[src/rtl/calendar_pkg.sv]
// rtl/calendar_pkg.sv - shared widths, month constants and calendar helper functions
package calendar_pkg;

    localparam int DAY_W   = 5;
    localparam int MONTH_W = 4;

    localparam logic [MONTH_W-1:0] JAN = 4'd1;
    localparam logic [MONTH_W-1:0] FEB = 4'd2;
    localparam logic [MONTH_W-1:0] MAR = 4'd3;
    localparam logic [MONTH_W-1:0] APR = 4'd4;
    localparam logic [MONTH_W-1:0] MAY = 4'd5;
    localparam logic [MONTH_W-1:0] JUN = 4'd6;
    localparam logic [MONTH_W-1:0] JUL = 4'd7;
    localparam logic [MONTH_W-1:0] AUG = 4'd8;
    localparam logic [MONTH_W-1:0] SEP = 4'd9;
    localparam logic [MONTH_W-1:0] OCT = 4'd10;
    localparam logic [MONTH_W-1:0] NOV = 4'd11;
    localparam logic [MONTH_W-1:0] DEC = 4'd12;

    // Gregorian rule; callers zero-extend their year field to 32 bits
    function automatic logic is_leap(input logic [31:0] year);
        return (year[1:0] == 2'b00) &&
               ((year % 32'd100 != 32'd0) || (year % 32'd400 == 32'd0));
    endfunction

    function automatic logic [DAY_W-1:0] days_in_month(input logic [MONTH_W-1:0] month,
                                                       input logic leap);
        case (month)
            FEB:               return leap ? 5'd29 : 5'd28;
            APR, JUN, SEP, NOV: return 5'd30;
            default:           return 5'd31;
        endcase
    endfunction

endpackage

[src/rtl/calendar_date_validate.sv]
// rtl/calendar_date_validate.sv - combinational range check of a candidate day/month/year
module calendar_date_validate
    import calendar_pkg::*;
#(
    parameter int YEAR_WIDTH = 12,
    parameter int YEAR_MIN   = 1970,
    parameter int YEAR_MAX   = 4095
) (
    input  logic [DAY_W-1:0]      load_day,
    input  logic [MONTH_W-1:0]    load_month,
    input  logic [YEAR_WIDTH-1:0] load_year,
    output logic                  valid,
    output logic                  leap
);

    localparam logic [YEAR_WIDTH-1:0] Y_MIN = YEAR_WIDTH'(YEAR_MIN);
    localparam logic [YEAR_WIDTH-1:0] Y_MAX = YEAR_WIDTH'(YEAR_MAX);

    logic month_ok;
    logic day_ok;
    logic year_ok;

    assign leap     = is_leap(32'(load_year));
    assign month_ok = (load_month >= JAN) && (load_month <= DEC);
    // month_ok gates the result, so the 31-day default for bad months is harmless
    assign day_ok   = (load_day != '0) && (load_day <= days_in_month(load_month, leap));
    assign year_ok  = (load_year >= Y_MIN) && (load_year <= Y_MAX);
    assign valid    = month_ok && day_ok && year_ok;

endmodule

[src/rtl/calendar_date_counter.sv]
// rtl/calendar_date_counter.sv - day/month/year counter with leap rules, load check and tick pulses
module calendar_date_counter
    import calendar_pkg::*;
#(
    parameter int YEAR_WIDTH = 12,
    parameter int YEAR_INIT  = 1970,
    parameter int YEAR_MAX   = 4095,
    parameter int WRAP_MODE  = 1
) (
    input  logic                  i_clk,
    input  logic                  i_rst_n,
    input  logic                  i_srst,
    input  logic                  i_day_tick,
    input  logic                  i_load,
    input  logic [DAY_W-1:0]      i_load_day,
    input  logic [MONTH_W-1:0]    i_load_month,
    input  logic [YEAR_WIDTH-1:0] i_load_year,
    output logic [DAY_W-1:0]      o_day,
    output logic [MONTH_W-1:0]    o_month,
    output logic [YEAR_WIDTH-1:0] o_year,
    output logic                  o_leap,
    output logic                  o_month_tick,
    output logic                  o_year_tick,
    output logic                  o_wrap_tick,
    output logic                  o_load_err,
    output logic                  o_sat
);

    localparam logic [YEAR_WIDTH-1:0] Y_INIT = YEAR_WIDTH'(YEAR_INIT);
    localparam logic [YEAR_WIDTH-1:0] Y_MAX  = YEAR_WIDTH'(YEAR_MAX);

    logic [DAY_W-1:0]      day_q,   day_d;
    logic [MONTH_W-1:0]    month_q, month_d;
    logic [YEAR_WIDTH-1:0] year_q,  year_d;
    logic month_tick_q, month_tick_d;
    logic year_tick_q,  year_tick_d;
    logic wrap_tick_q,  wrap_tick_d;
    logic load_err_q,   load_err_d;
    logic sat_q,        sat_d;
    logic load_valid;
    logic unused_load_leap;
    logic [DAY_W-1:0] cur_days;

    calendar_date_validate #(
        .YEAR_WIDTH (YEAR_WIDTH),
        .YEAR_MIN   (YEAR_INIT),
        .YEAR_MAX   (YEAR_MAX)
    ) u_validate (
        .load_day   (i_load_day),
        .load_month (i_load_month),
        .load_year  (i_load_year),
        .valid      (load_valid),
        .leap       (unused_load_leap)
    );

    assign o_leap   = is_leap(32'(year_q));
    assign cur_days = days_in_month(month_q, o_leap);

    always_comb begin
        day_d        = day_q;
        month_d      = month_q;
        year_d       = year_q;
        sat_d        = sat_q;
        month_tick_d = 1'b0;
        year_tick_d  = 1'b0;
        wrap_tick_d  = 1'b0;
        load_err_d   = 1'b0;
        if (i_srst) begin
            day_d   = DAY_W'(1);
            month_d = JAN;
            year_d  = Y_INIT;
            sat_d   = 1'b0;
        end else if (i_load) begin
            if (load_valid) begin
                day_d   = i_load_day;
                month_d = i_load_month;
                year_d  = i_load_year;
                sat_d   = 1'b0;
            end else begin
                load_err_d = 1'b1;
            end
        end else if (i_day_tick && !sat_q) begin
            if (day_q < cur_days) begin
                day_d = day_q + DAY_W'(1);
            end else if (month_q != DEC) begin
                day_d        = DAY_W'(1);
                month_d      = month_q + MONTH_W'(1);
                month_tick_d = 1'b1;
            end else if (year_q < Y_MAX) begin
                day_d        = DAY_W'(1);
                month_d      = JAN;
                year_d       = year_q + YEAR_WIDTH'(1);
                month_tick_d = 1'b1;
                year_tick_d  = 1'b1;
            end else if (WRAP_MODE != 0) begin
                day_d        = DAY_W'(1);
                month_d      = JAN;
                year_d       = Y_INIT;
                month_tick_d = 1'b1;
                year_tick_d  = 1'b1;
                wrap_tick_d  = 1'b1;
            end else begin
                // hold 31 Dec of the last year; further ticks are ignored until cleared
                sat_d = 1'b1;
            end
        end
    end

    always_ff @(posedge i_clk or negedge i_rst_n) begin
        if (!i_rst_n) begin
            day_q        <= DAY_W'(1);
            month_q      <= JAN;
            year_q       <= Y_INIT;
            month_tick_q <= 1'b0;
            year_tick_q  <= 1'b0;
            wrap_tick_q  <= 1'b0;
            load_err_q   <= 1'b0;
            sat_q        <= 1'b0;
        end else begin
            day_q        <= day_d;
            month_q      <= month_d;
            year_q       <= year_d;
            month_tick_q <= month_tick_d;
            year_tick_q  <= year_tick_d;
            wrap_tick_q  <= wrap_tick_d;
            load_err_q   <= load_err_d;
            sat_q        <= sat_d;
        end
    end

    assign o_day        = day_q;
    assign o_month      = month_q;
    assign o_year       = year_q;
    assign o_month_tick = month_tick_q;
    assign o_year_tick  = year_tick_q;
    assign o_wrap_tick  = wrap_tick_q;
    assign o_load_err   = load_err_q;
    assign o_sat        = sat_q;

endmodule

[config.mk]
export PLATFORM = sky130hd
export DESIGN_NAME = calendar_date_counter
export DESIGN_NICKNAME = d
export VERILOG_FILES = /design/src/rtl/calendar_pkg.sv /design/src/rtl/calendar_date_validate.sv /design/src/rtl/calendar_date_counter.sv
export SDC_FILE = /design/constraint.sdc
export NUM_CORES = 1
export LEC_CHECK = 0
export CORE_UTILIZATION = 44
export CTS_CLUSTER_DIAMETER = 60
export DETAILED_ROUTE_END_ITERATION = 8
export MAX_ROUTING_LAYER = met4
export PLACE_DENSITY = 0.66
export SETUP_SLACK_MARGIN = 0.05
export SLEW_MARGIN = 20
export SYNTH_ARGS = -nofsm -noshare
export SYNTH_HDL_FRONTEND = slang
export SYNTH_SLANG_ARGS = --single-unit
[constraint.sdc]
create_clock -name i_clk -period 10.2 [get_ports i_clk]
set_clock_uncertainty 0.2 [all_clocks]
set_input_delay 2.04 -clock i_clk [delete_from_list [all_inputs] [get_ports i_clk]]
set_output_delay 2.04 -clock i_clk [all_outputs]
set_load 0.005 [all_outputs]
==> impl_metrics.py, run 1 <==
metrics = {
    "detailed_routing": {
        "vias_per_cell": 6.67,
        "wl_per_cell_um": 17.6,
        "via_count": 4608,
        "drtAntennaViolNets": 0,
        "wl_mm": 12.2,
        "remaining_drc_errors": 0,
        "drtIter0Drc": 344,
        "firstDrtPassIters": 5,
    },
    "global_route": {
        "grt.total_usage_pct": 27.6,
        "grtUsageMet1_pct": 35.6,
        "grt_pass1_wl_mm": 20.0,
        "antenna_found_initial": 0,
        "grt_overflow": 0,
        "grt_pass1_vias": 4212,
        "met2_usage_pct": 46.1,
        "grt_max_degree": 26,
        "grtUsageMet3_pct": 1.97,
        "top_usage_layer": "met2",
    },
    "yosys": {
        "avgSynthCellArea_um2": 6.98,
        "syn_area_um2": 3910,
        "ys_seq_elements": 25,
        "synthCells": 560,
        "synth_edf_count": 0,
        "synth.area.top_cells": "dfrtp_1 (10%), dfstp_2 (6.0%), o21ai_0 (6.0%)",
        "synthDistinctLibCells": 75,
        "synth_top_area_share_pct": 10.2,
        "synth_top_area_cell": "dfrtp_1",
        "yosysWarnings": 0,
        "async_flop_share_pct": 100,
        "synth_seq_area_share_pct": 16.3,
        "synthFlopType": "dfrtp_1",
        "syn-num-nets": 598,
    },
    "floorplan": {
        "die_w_um": 96.3,
        "row_count": 34,
        "die_h_um": 96.3,
        "core_area_um2": 8680,
        "num_io_pins": 53,
        "die_area_um2": 9270,
        "start_util_pct": 45.1,
    },
    "sta": {
        "setup_tns_ps": 0,
        "rsz0062_at_grt": "no",
        "min_period_ps": 9450,
        "finalSetupViolations": 0,
        "fmax_mhz": 106,
        "worst_slack_ps": 751,
        "relSlewSlack_pct": 41.3,
        "finalHoldViolCount": 0,
        "worst_slew_pin_slew_ps": 875,
        "finalCritPeriodShare_pct": 92.6,
        "slew_viol_final": 0,
    },
    "clock_tree": {
        "htreeDepth": 1,
        "cts_sinks": 25,
        "post_cts_buffers": 0,
        "numCtsBuffers": 3,
        "clockRootBuffer": "clkbuf_8",
        "clock_path_buffers": 2,
        "cts_tree": "yes",
        "cts_hold_buf": 0,
        "clock_latency_ps": 270,
        "path_clk_slew_ps": 100,
    },
    "power": {
        "power_per_cell_area_nw_per_um2": 210,
        "ir_worst_vdd_mv": 0.0807,
        "pwr-share-clk_pct": 6.4,
        "power.switching_uw": 498,
        "power.share.sequential_pct": 17.6,
        "leakagePower_nw": 1.66,
        "netSwitchingFraction_pct": 52.4,
        "combinationalPowerShare_pct": 76.1,
        "internal_power_uw": 451,
        "power.total_uw": 949,
    },
    "critical_path": {
        "critPathMaxFanout": 12,
        "critPathCaptureType": "flip-flop",
        "max_stage_delay_ps": 630,
        "required_ps": 10140,
        "worstPathArrival_ps": 9390,
        "cp-start-kind": "input pin",
        "critPathKind": "input pin to flip-flop",
        "critical-path-slowest-cell": "clkdlybuf4s50_1",
    },
    "finish": {
        "finalNetCount": 622,
        "antenna-diode-count": 0,
        "mostFrequentLayoutCells": "clkdlybuf4s50_1 (51), o21ai_0 (46), nor2_1 (44), nand2_1 (40)",
        "final_common_cell": "clkdlybuf4s50_1",
        "area_growth_pct": 15.3,
        "final_core_util_pct": 51.9,
        "drive_gt1_share_pct": 7.03,
    },
    "placement": {
        "routabilityCongestion": 1.00,
        "post-dp-hpwl_mm": 9.11,
        "io_buffer_count": 51,
        "pre_cts_ws_ps": 393,
    },
    "worst_hold_path": {
        "min-delay-path-class": "flip-flop to flip-flop",
    },
    "run_status": {
        "status": "complete, no violations",
    },
    "run": {
        "max_cap_viol_count": 0,
    },
}
[critical path: cells and delay by family]
kind            cells  cell delay (ps)
xor+xnor            2              300
buf+inv             4             1030
mux                 1              140
simple gates        8             1910
compound gates     14             3540
fa+ha+maj           2              420
[worst paths after layout]
check	start	end	slack, ps	cells after the start
max	i_load_year[9]	o_year[0]	750	31
min	o_month[0]	o_month[0]	350	2
max reg2reg	o_year[7]	o_year[4]	3550	19
min reg2reg	o_month[0]	o_month[0]	350	2
max in group asynchronous	i_rst_n	o_year[8]	7570	2
min in group asynchronous	i_rst_n	o_year_tick	1920	2
[synthesized netlist by cell type, types with 4 or more instances]
library cell / n
inv_1: 24
o211ai_1: 11
nor2b_1: 6
o21a_1: 10
a32oi_1: 4
nor2_1: 45
a211oi_1: 13
dfstp_2: 9
a221oi_1: 5
a21o_1: 7
and3_1: 6
a21oi_1: 38
o22ai_1: 7
ha_1: 12
mux2i_1: 6
nor3_1: 38
dfrtp_1: 16
o221ai_1: 4
xnor2_1: 14
a31oi_1: 8
and2_1: 6
nand2b_1: 6
o21ai_0: 47
nand3_1: 24
or3_1: 11
nor4_1: 4
clkbuf_1: 30
nand2_1: 40
o2111ai_1: 4
or4_1: 4
o31ai_1: 10
o32ai_1: 4
nor3b_1: 4
nand4_1: 7
or2_2: 5
[stage by stage]
step	instance area [µm²]	hold WS, ps	instances
6_report	4510	346	691
5_1_grt	4510	379	691
4_1_cts	4490	344	691
3_5_place_dp	4440	330	687
3_3_place_gp	4440	314	687
2_1_floorplan	3910	303	560
[final cells by class]
cell class              count  area, µm²
fillers                   877       4170
flip-flops and latches     25        637
repair buffers             57        556
multi-input cells         473       3050
well taps                 108        135
clock buffers               4       45.0
inverters                  24       90.1
[state kept, by name, summed over array words and instances (netlist names)]
| signal | cells |
|---|---|
| o_year | 12 |
| o_day | 5 |
| o_month | 4 |
| o_load_err | 1 |
| o_month_tick | 1 |
| o_wrap_tick | 1 |
| o_year_tick | 1 |
[logic make-up after synthesis]
| logic type | Yosys count | share of synthesized area [%] |
|---|---|---|
| simple gates | 219 | 28.9 |
| compound gates | 216 | 38.6 |
| buf+inv | 62 | 6.34 |
| flops | 25 | 16.3 |
| fa+ha+maj | 15 | 4.61 |
| xor+xnor | 14 | 3.14 |
| mux | 8 | 2.11 |
| other cells | 1 | 0.0959 |
[per-layer routing]
metal / vias to the layer above / wire length (µm)
met4: 0 / 310
met5: - / 0
met3: 31 / 638
met2: 189 / 5790
li1: 2206 / -
met1: 2182 / 5450
[power groups by stage]
stage	Sequential, mW	Clock [mW]	Combinational, mW
after floorplan	0.138	0	0.566
after global placement	0.166	0	0.697
after detailed placement	0.167	0	0.701
after CTS	0.165	0.0628	0.706
after global routing	0.170	0.0655	0.794
final	0.167	0.0603	0.722
[what timing repair did]
| item | CTS | global route |
|---|---|---|
| gates resized for setup | 0 | 5 |
| endpoints found under the setup margin | 0 | 17 |
| hold endpoints to repair | 0 | 0 |
No activity file was read; power rests on OpenSTA's default activity.
==> run 2: changes to the inputs <==
--- a/config.mk
+++ b/config.mk
@@ -5,12 +5,13 @@
 export SDC_FILE = /design/constraint.sdc
 export NUM_CORES = 1
 export LEC_CHECK = 0
+export ABC_CLOCK_PERIOD_IN_PS = 10200
+export CORE_MARGIN = 1.5
 export CORE_UTILIZATION = 44
 export CTS_CLUSTER_DIAMETER = 60
 export DETAILED_ROUTE_END_ITERATION = 8
 export MAX_ROUTING_LAYER = met4
 export PLACE_DENSITY = 0.66
-export SETUP_SLACK_MARGIN = 0.05
 export SLEW_MARGIN = 20
 export SYNTH_ARGS = -nofsm -noshare
 export SYNTH_HDL_FRONTEND = slang
==> run 2 against run 1 <==
Global-route usage down 1.8 points. Die area up 2.1%. Power up 0.82%. Cell area down 0.33%.
==> impl_metrics.py, run 2 (same netlist as run 1, synthesis figures left out) <==
metrics = {
    "run_status": {
        "status": "complete, no violations",
    },
    "placement": {
        "routabilityCongestion": 0.972,
        "pre_cts_ws_ps": 512,
        "dpl-instance-area_um2": 4440,
        "io_buffer_count": 51,
        "post-dp-hpwl_mm": 9.10,
    },
    "clock_tree": {
        "cts_hold_buf": 0,
        "cts_tree": "yes",
        "numCtsBuffers": 3,
        "clockRootBuffer": "clkbuf_8",
        "clock_latency_ps": 270,
        "post_cts_buffers": 0,
        "cts_resized": 0,
        "htreeDepth": 1,
        "cts_sinks": 25,
        "path_clk_slew_ps": 90,
        "clock_path_buffers": 2,
    },
    "sta": {
        "slew_viol_final": 0,
        "finalHoldViolCount": 0,
        "relSlewSlack_pct": 41.0,
        "fmax_mhz": 106,
        "finalSetupViolations": 0,
        "finalCritPeriodShare_pct": 92.3,
        "setup_tns_ps": 0,
        "worst_slew_pin_slew_ps": 879,
        "min_period_ps": 9410,
        "worst_slack_ps": 790,
        "rsz0062_at_grt": "no",
    },
    "global_route": {
        "grt_overflow": 0,
        "grt.total_usage_pct": 25.8,
        "antenna_found_initial": 0,
        "grt_max_degree": 26,
        "grt_pass1_vias": 4233,
        "grt_pass1_wl_mm": 20.2,
    },
    "critical_path": {
        "crit_top_cell": "a21oi_1",
        "critical-path-slowest-cell": "clkdlybuf4s50_1",
        "critPathMaxFanout": 15,
        "crit_path_start": "i_load_year[8]",
        "timing.rr.start": "o_year[7]",
        "worstPathArrival_ps": 9350,
        "r2r-end": "o_year[4]",
        "cp-start-kind": "input pin",
        "critPathKind": "input pin to flip-flop",
        "max_stage_delay_ps": 680,
        "endpoint": "o_year[0]",
        "reg2reg_slack_ps": 3500,
        "critPathCaptureType": "flip-flop",
        "worstRegToRegCells": 19,
        "required_ps": 10140,
    },
    "finish": {
        "drive_gt1_share_pct": 6.53,
        "final_common_cell": "clkdlybuf4s50_1",
        "largest_reg_flops": 12,
        "antenna-diode-count": 0,
        "fillCellCount": 876,
        "mostFrequentLayoutCells": "clkdlybuf4s50_1 (51), o21ai_0 (46), nor2_1 (45), nand2_1 (40)",
        "finalNetCount": 621,
        "area_growth_pct": 14.9,
        "final_core_util_pct": 51.8,
        "design_area_um2": 4490,
    },
    "worst_hold_path": {
        "hold_path_startpoint": "o_month[0]",
        "min-delay-path-class": "flip-flop to flip-flop",
    },
    "power": {
        "pwr-share-clk_pct": 6.4,
        "ir_worst_vdd_mv": 0.0833,
        "power.share.sequential_pct": 17.4,
        "power.switching_uw": 506,
        "power_per_cell_area_nw_per_um2": 213,
        "netSwitchingFraction_pct": 52.9,
        "combinationalPowerShare_pct": 76.2,
        "internal_power_uw": 451,
        "leakagePower_nw": 1.66,
    },
    "detailed_routing": {
        "via_count": 4591,
        "wl_per_cell_um": 17.7,
        "wl_mm": 12.2,
        "vias_per_cell": 6.65,
        "remaining_drc_errors": 0,
        "firstDrtPassIters": 5,
        "drtIter0Drc": 366,
        "drtAntennaViolNets": 0,
    },
    "floorplan": {
        "start_util_pct": 45.1,
        "row_count": 34,
        "die_h_um": 97.3,
        "core_area_um2": 8680,
        "die_area_um2": 9460,
        "die_w_um": 97.3,
        "num_io_pins": 53,
    },
    "run": {
        "max_cap_viol_count": 0,
    },
}
==> run 2: cell types whose count changed in the layout (fill, tap and decap cells not counted) <==
cell | before | now
buf_4 | 6 | 5
nor2_1 | 44 | 45
o31ai_2 | 1 | 0
o31ai_1 | 9 | 10
nor2_2 | 1 | 0
==> run 2: stage by stage <==
step / hold slack, ps / cells / total power, mW
final: 355 / 690 / 0.956
after detailed placement: 347 / 686 / 0.875
after CTS: 362 / 690 / 0.941
after floorplan: 303 / 560 / 0.704
after global placement: 330 / 686 / 0.863
after global routing: 391 / 690 / 1.04
==> run 2: layout make-up <==
class | instances | area, µm² | share of cell area, %
clock buffers | 4 | 45.0 | 1.00
inverters | 24 | 90.1 | 2.01
multi-input cells | 473 | 3040 | 67.6
flip-flops and latches | 25 | 637 | 14.2
well taps | 108 | 135 | 3.01
repair buffers | 56 | 548 | 12.2
==> run 2: routing by layer <==
layer | up-vias | part of all wire [%] | GRT usage (%)
li1 | 2205 | - | -
met1 | 2158 | 44 | 35.1
met2 | 200 | 48 | 41.2
met3 | 28 | 5.6 | 1.58
met4 | 0 | 2.2 | 8.46
met5 | - | 0 | -
==> run 2: power groups by stage <==
stage,registers [mW],logic [mW],clock network [mW]
floorplan,0.138,0.566,0
global route,0.172,0.796,0.0676
global placement,0.166,0.697,0
finish,0.167,0.728,0.0614
CTS,0.165,0.713,0.0633
detailed placement,0.167,0.708,0
==> run 2: how the worst min path moves through the flow <==
stage                       endpoint  slack [ps]  cells after the start
after floorplan           o_month[0]         300                      2
after global placement    o_month[0]         330                      2
after detailed placement  o_month[0]         350                      2
after CTS                 o_month[0]         360                      2
after global routing        o_day[0]         390                      1
final                     o_month[0]         350                      2
==> run 2: critical path: cells and delay by family <==
family | cells | cell delay, ps
AO/OA/AOI/OAI | 13 | 3140
AND/OR/NAND/NOR | 9 | 2020
multiplexers | 1 | 90
XOR/XNOR | 1 | 160
adder cells (fa/ha/maj) | 3 | 800
buffers and inverters | 4 | 1070
==> run 3: changes to the inputs <==
--- a/config.mk
+++ b/config.mk
@@ -10,6 +10,7 @@
 export CORE_UTILIZATION = 44
 export CTS_CLUSTER_DIAMETER = 60
 export DETAILED_ROUTE_END_ITERATION = 8
+export GPL_TIMING_DRIVEN = 0
 export MAX_ROUTING_LAYER = met4
 export PLACE_DENSITY = 0.66
 export SLEW_MARGIN = 20
==> run 3 against run 2 <==
Sequential power shrank 15%. Flip-flop and latch count stayed put. Cell count grew 4.2%. Global-route usage rose by 0.14 points. First-iteration DRC count shrank 4.1%. Critical endpoint is now o_year[4]. Largest power group unchanged.
==> impl_metrics.py, run 3 (same netlist as run 1, synthesis figures left out) <==
metrics = {
    "clock_tree": {
        "htreeDepth": 1,
        "cts_tree": "yes",
        "clockRootBuffer": "clkbuf_8",
        "cts_hold_buf": 0,
        "clock_latency_ps": 280,
        "post_cts_buffers": 0,
        "cts_sinks": 25,
        "path_clk_slew_ps": 100,
        "numCtsBuffers": 3,
        "cts_resized": 0,
        "clock_path_buffers": 2,
    },
    "placement": {
        "pre_cts_ws_ps": -152,
        "post-dp-hpwl_mm": 9.52,
        "routabilityCongestion": 0.951,
        "dpl-instance-area_um2": 4510,
        "io_buffer_count": 47,
    },
    "floorplan": {
        "start_util_pct": 45.1,
        "num_io_pins": 53,
        "core_area_um2": 8680,
        "die_w_um": 97.3,
        "die_h_um": 97.3,
        "row_count": 34,
        "die_area_um2": 9460,
    },
    "detailed_routing": {
        "firstDrtPassIters": 5,
        "wl_mm": 12.2,
        "drtIter0Drc": 351,
        "vias_per_cell": 6.47,
        "remaining_drc_errors": 0,
        "drtAntennaViolNets": 0,
        "wl_per_cell_um": 17.0,
        "via_count": 4650,
    },
    "critical_path": {
        "worstRegToRegCells": 23,
        "critPathCaptureType": "flip-flop",
        "required_ps": 10190,
        "worstPathArrival_ps": 9370,
        "critPathMaxFanout": 10,
        "critical-path-slowest-cell": "o41ai_1",
        "critPathKind": "input pin to flip-flop",
        "crit_top_cell": "a21oi_1",
        "reg2reg_slack_ps": 3870,
        "max_stage_delay_ps": 530,
        "cp-start-kind": "input pin",
    },
    "power": {
        "ir_worst_vdd_mv": 0.0841,
        "internal_power_uw": 460,
        "power.switching_uw": 511,
        "pwr-share-clk_pct": 6.4,
        "power.share.sequential_pct": 14.6,
        "netSwitchingFraction_pct": 52.6,
        "leakagePower_nw": 1.68,
        "power.total_uw": 971,
        "power_per_cell_area_nw_per_um2": 211,
        "combinationalPowerShare_pct": 79.0,
    },
    "finish": {
        "design_area_um2": 4590,
        "mostFrequentLayoutCells": "o21ai_0 (46), clkdlybuf4s50_1 (46), nor2_1 (43), nand2_1 (40)",
        "multiInputGateArea_um2": 3060,
        "finalNetCount": 650,
        "largest_reg_flops": 12,
        "drive_gt1_share_pct": 6.71,
        "antenna-diode-count": 0,
        "fillCellCount": 900,
        "area_growth_pct": 17.4,
        "seqCellArea_um2": 637,
    },
    "sta": {
        "relSlewSlack_pct": 48.8,
        "worst_slack_ps": 822,
        "worst_slew_pin_slew_ps": 762,
        "fmax_mhz": 107,
        "min_period_ps": 9380,
        "finalHoldViolCount": 0,
        "setup_tns_ps": 0,
        "finalCritPeriodShare_pct": 91.9,
        "finalSetupViolations": 0,
        "slew_viol_final": 0,
    },
    "global_route": {
        "grt_overflow": 0,
        "antenna_found_initial": 0,
        "grt_pass1_wl_mm": 20.5,
        "grt_max_degree": 26,
        "grt_pass1_vias": 4370,
        "grt.total_usage_pct": 25.9,
    },
    "worst_hold_path": {
        "min-delay-path-class": "flip-flop to flip-flop",
        "min_path_cells": 2,
    },
    "run_status": {
        "status": "complete, no violations",
    },
    "run": {
        "max_cap_viol_count": 0,
    },
}
## run 3: changes by cell type in the layout (fill, tap and decap cells not counted), sizes merged
cell / delta
clkbuf: +29
clkdlybuf4s50: -5
buf: +4
clkinvlp: +1
## run 3: layer usage
metal  global-route usage, %  routed length, µm  vias up
li1                        -                  -     2255
met1                    34.5               5600     2218
met2                    42.8               5810      157
met3                    1.73                622       20
met4                    7.25                180        0
met5                       -                  0        -
## run 3: critical path, delay by kind of cell
kind	cells	cell delay, ps
AO/OA/AOI/OAI	16	4140
XOR/XNOR	2	370
adder cells (fa/ha/maj)	2	430
buffers and inverters	3	920
multiplexers	1	140
AND/OR/NAND/NOR	6	1330
## run 3: worst paths after layout
check                                     from           end
worst max-delay path            i_load_year[8]     o_year[4]
worst min-delay path                o_month[0]    o_month[0]
worst max register to register       o_year[8]    o_month[2]
worst min register to register      o_month[0]    o_month[0]
max in group asynchronous              i_rst_n    o_year[11]
min in group asynchronous              i_rst_n  o_month_tick
## run 3: final cells by class
class | instances | share of cell area [%]
Multi-Input combinational cell | 473 | 66.6
Sequential cell | 25 | 13.9
Timing Repair Buffer | 47 | 10.1
Buffer | 38 | 3.43
Tap cell | 108 | 2.94
Inverter | 24 | 1.96
Clock buffer | 3 | 0.899
Clock inverter | 1 | 0.164
## run 3: through the flow
stage	instances	hold slack [ps]	util, %
after floorplan	560	303	-
after global placement	715	329	52.0
after detailed placement	715	338	52.0
after CTS	719	353	52.5
after global routing	719	388	52.9
final	719	356	52.9
## run 3: power by group through the flow
stage	Combinational, mW	Sequential [mW]	Clock (mW)
CTS	0.753	0.141	0.0644
global placement	0.736	0.143	0
finish	0.767	0.142	0.0625
floorplan	0.566	0.138	0
global route	0.850	0.144	0.0689
detailed placement	0.748	0.143	0
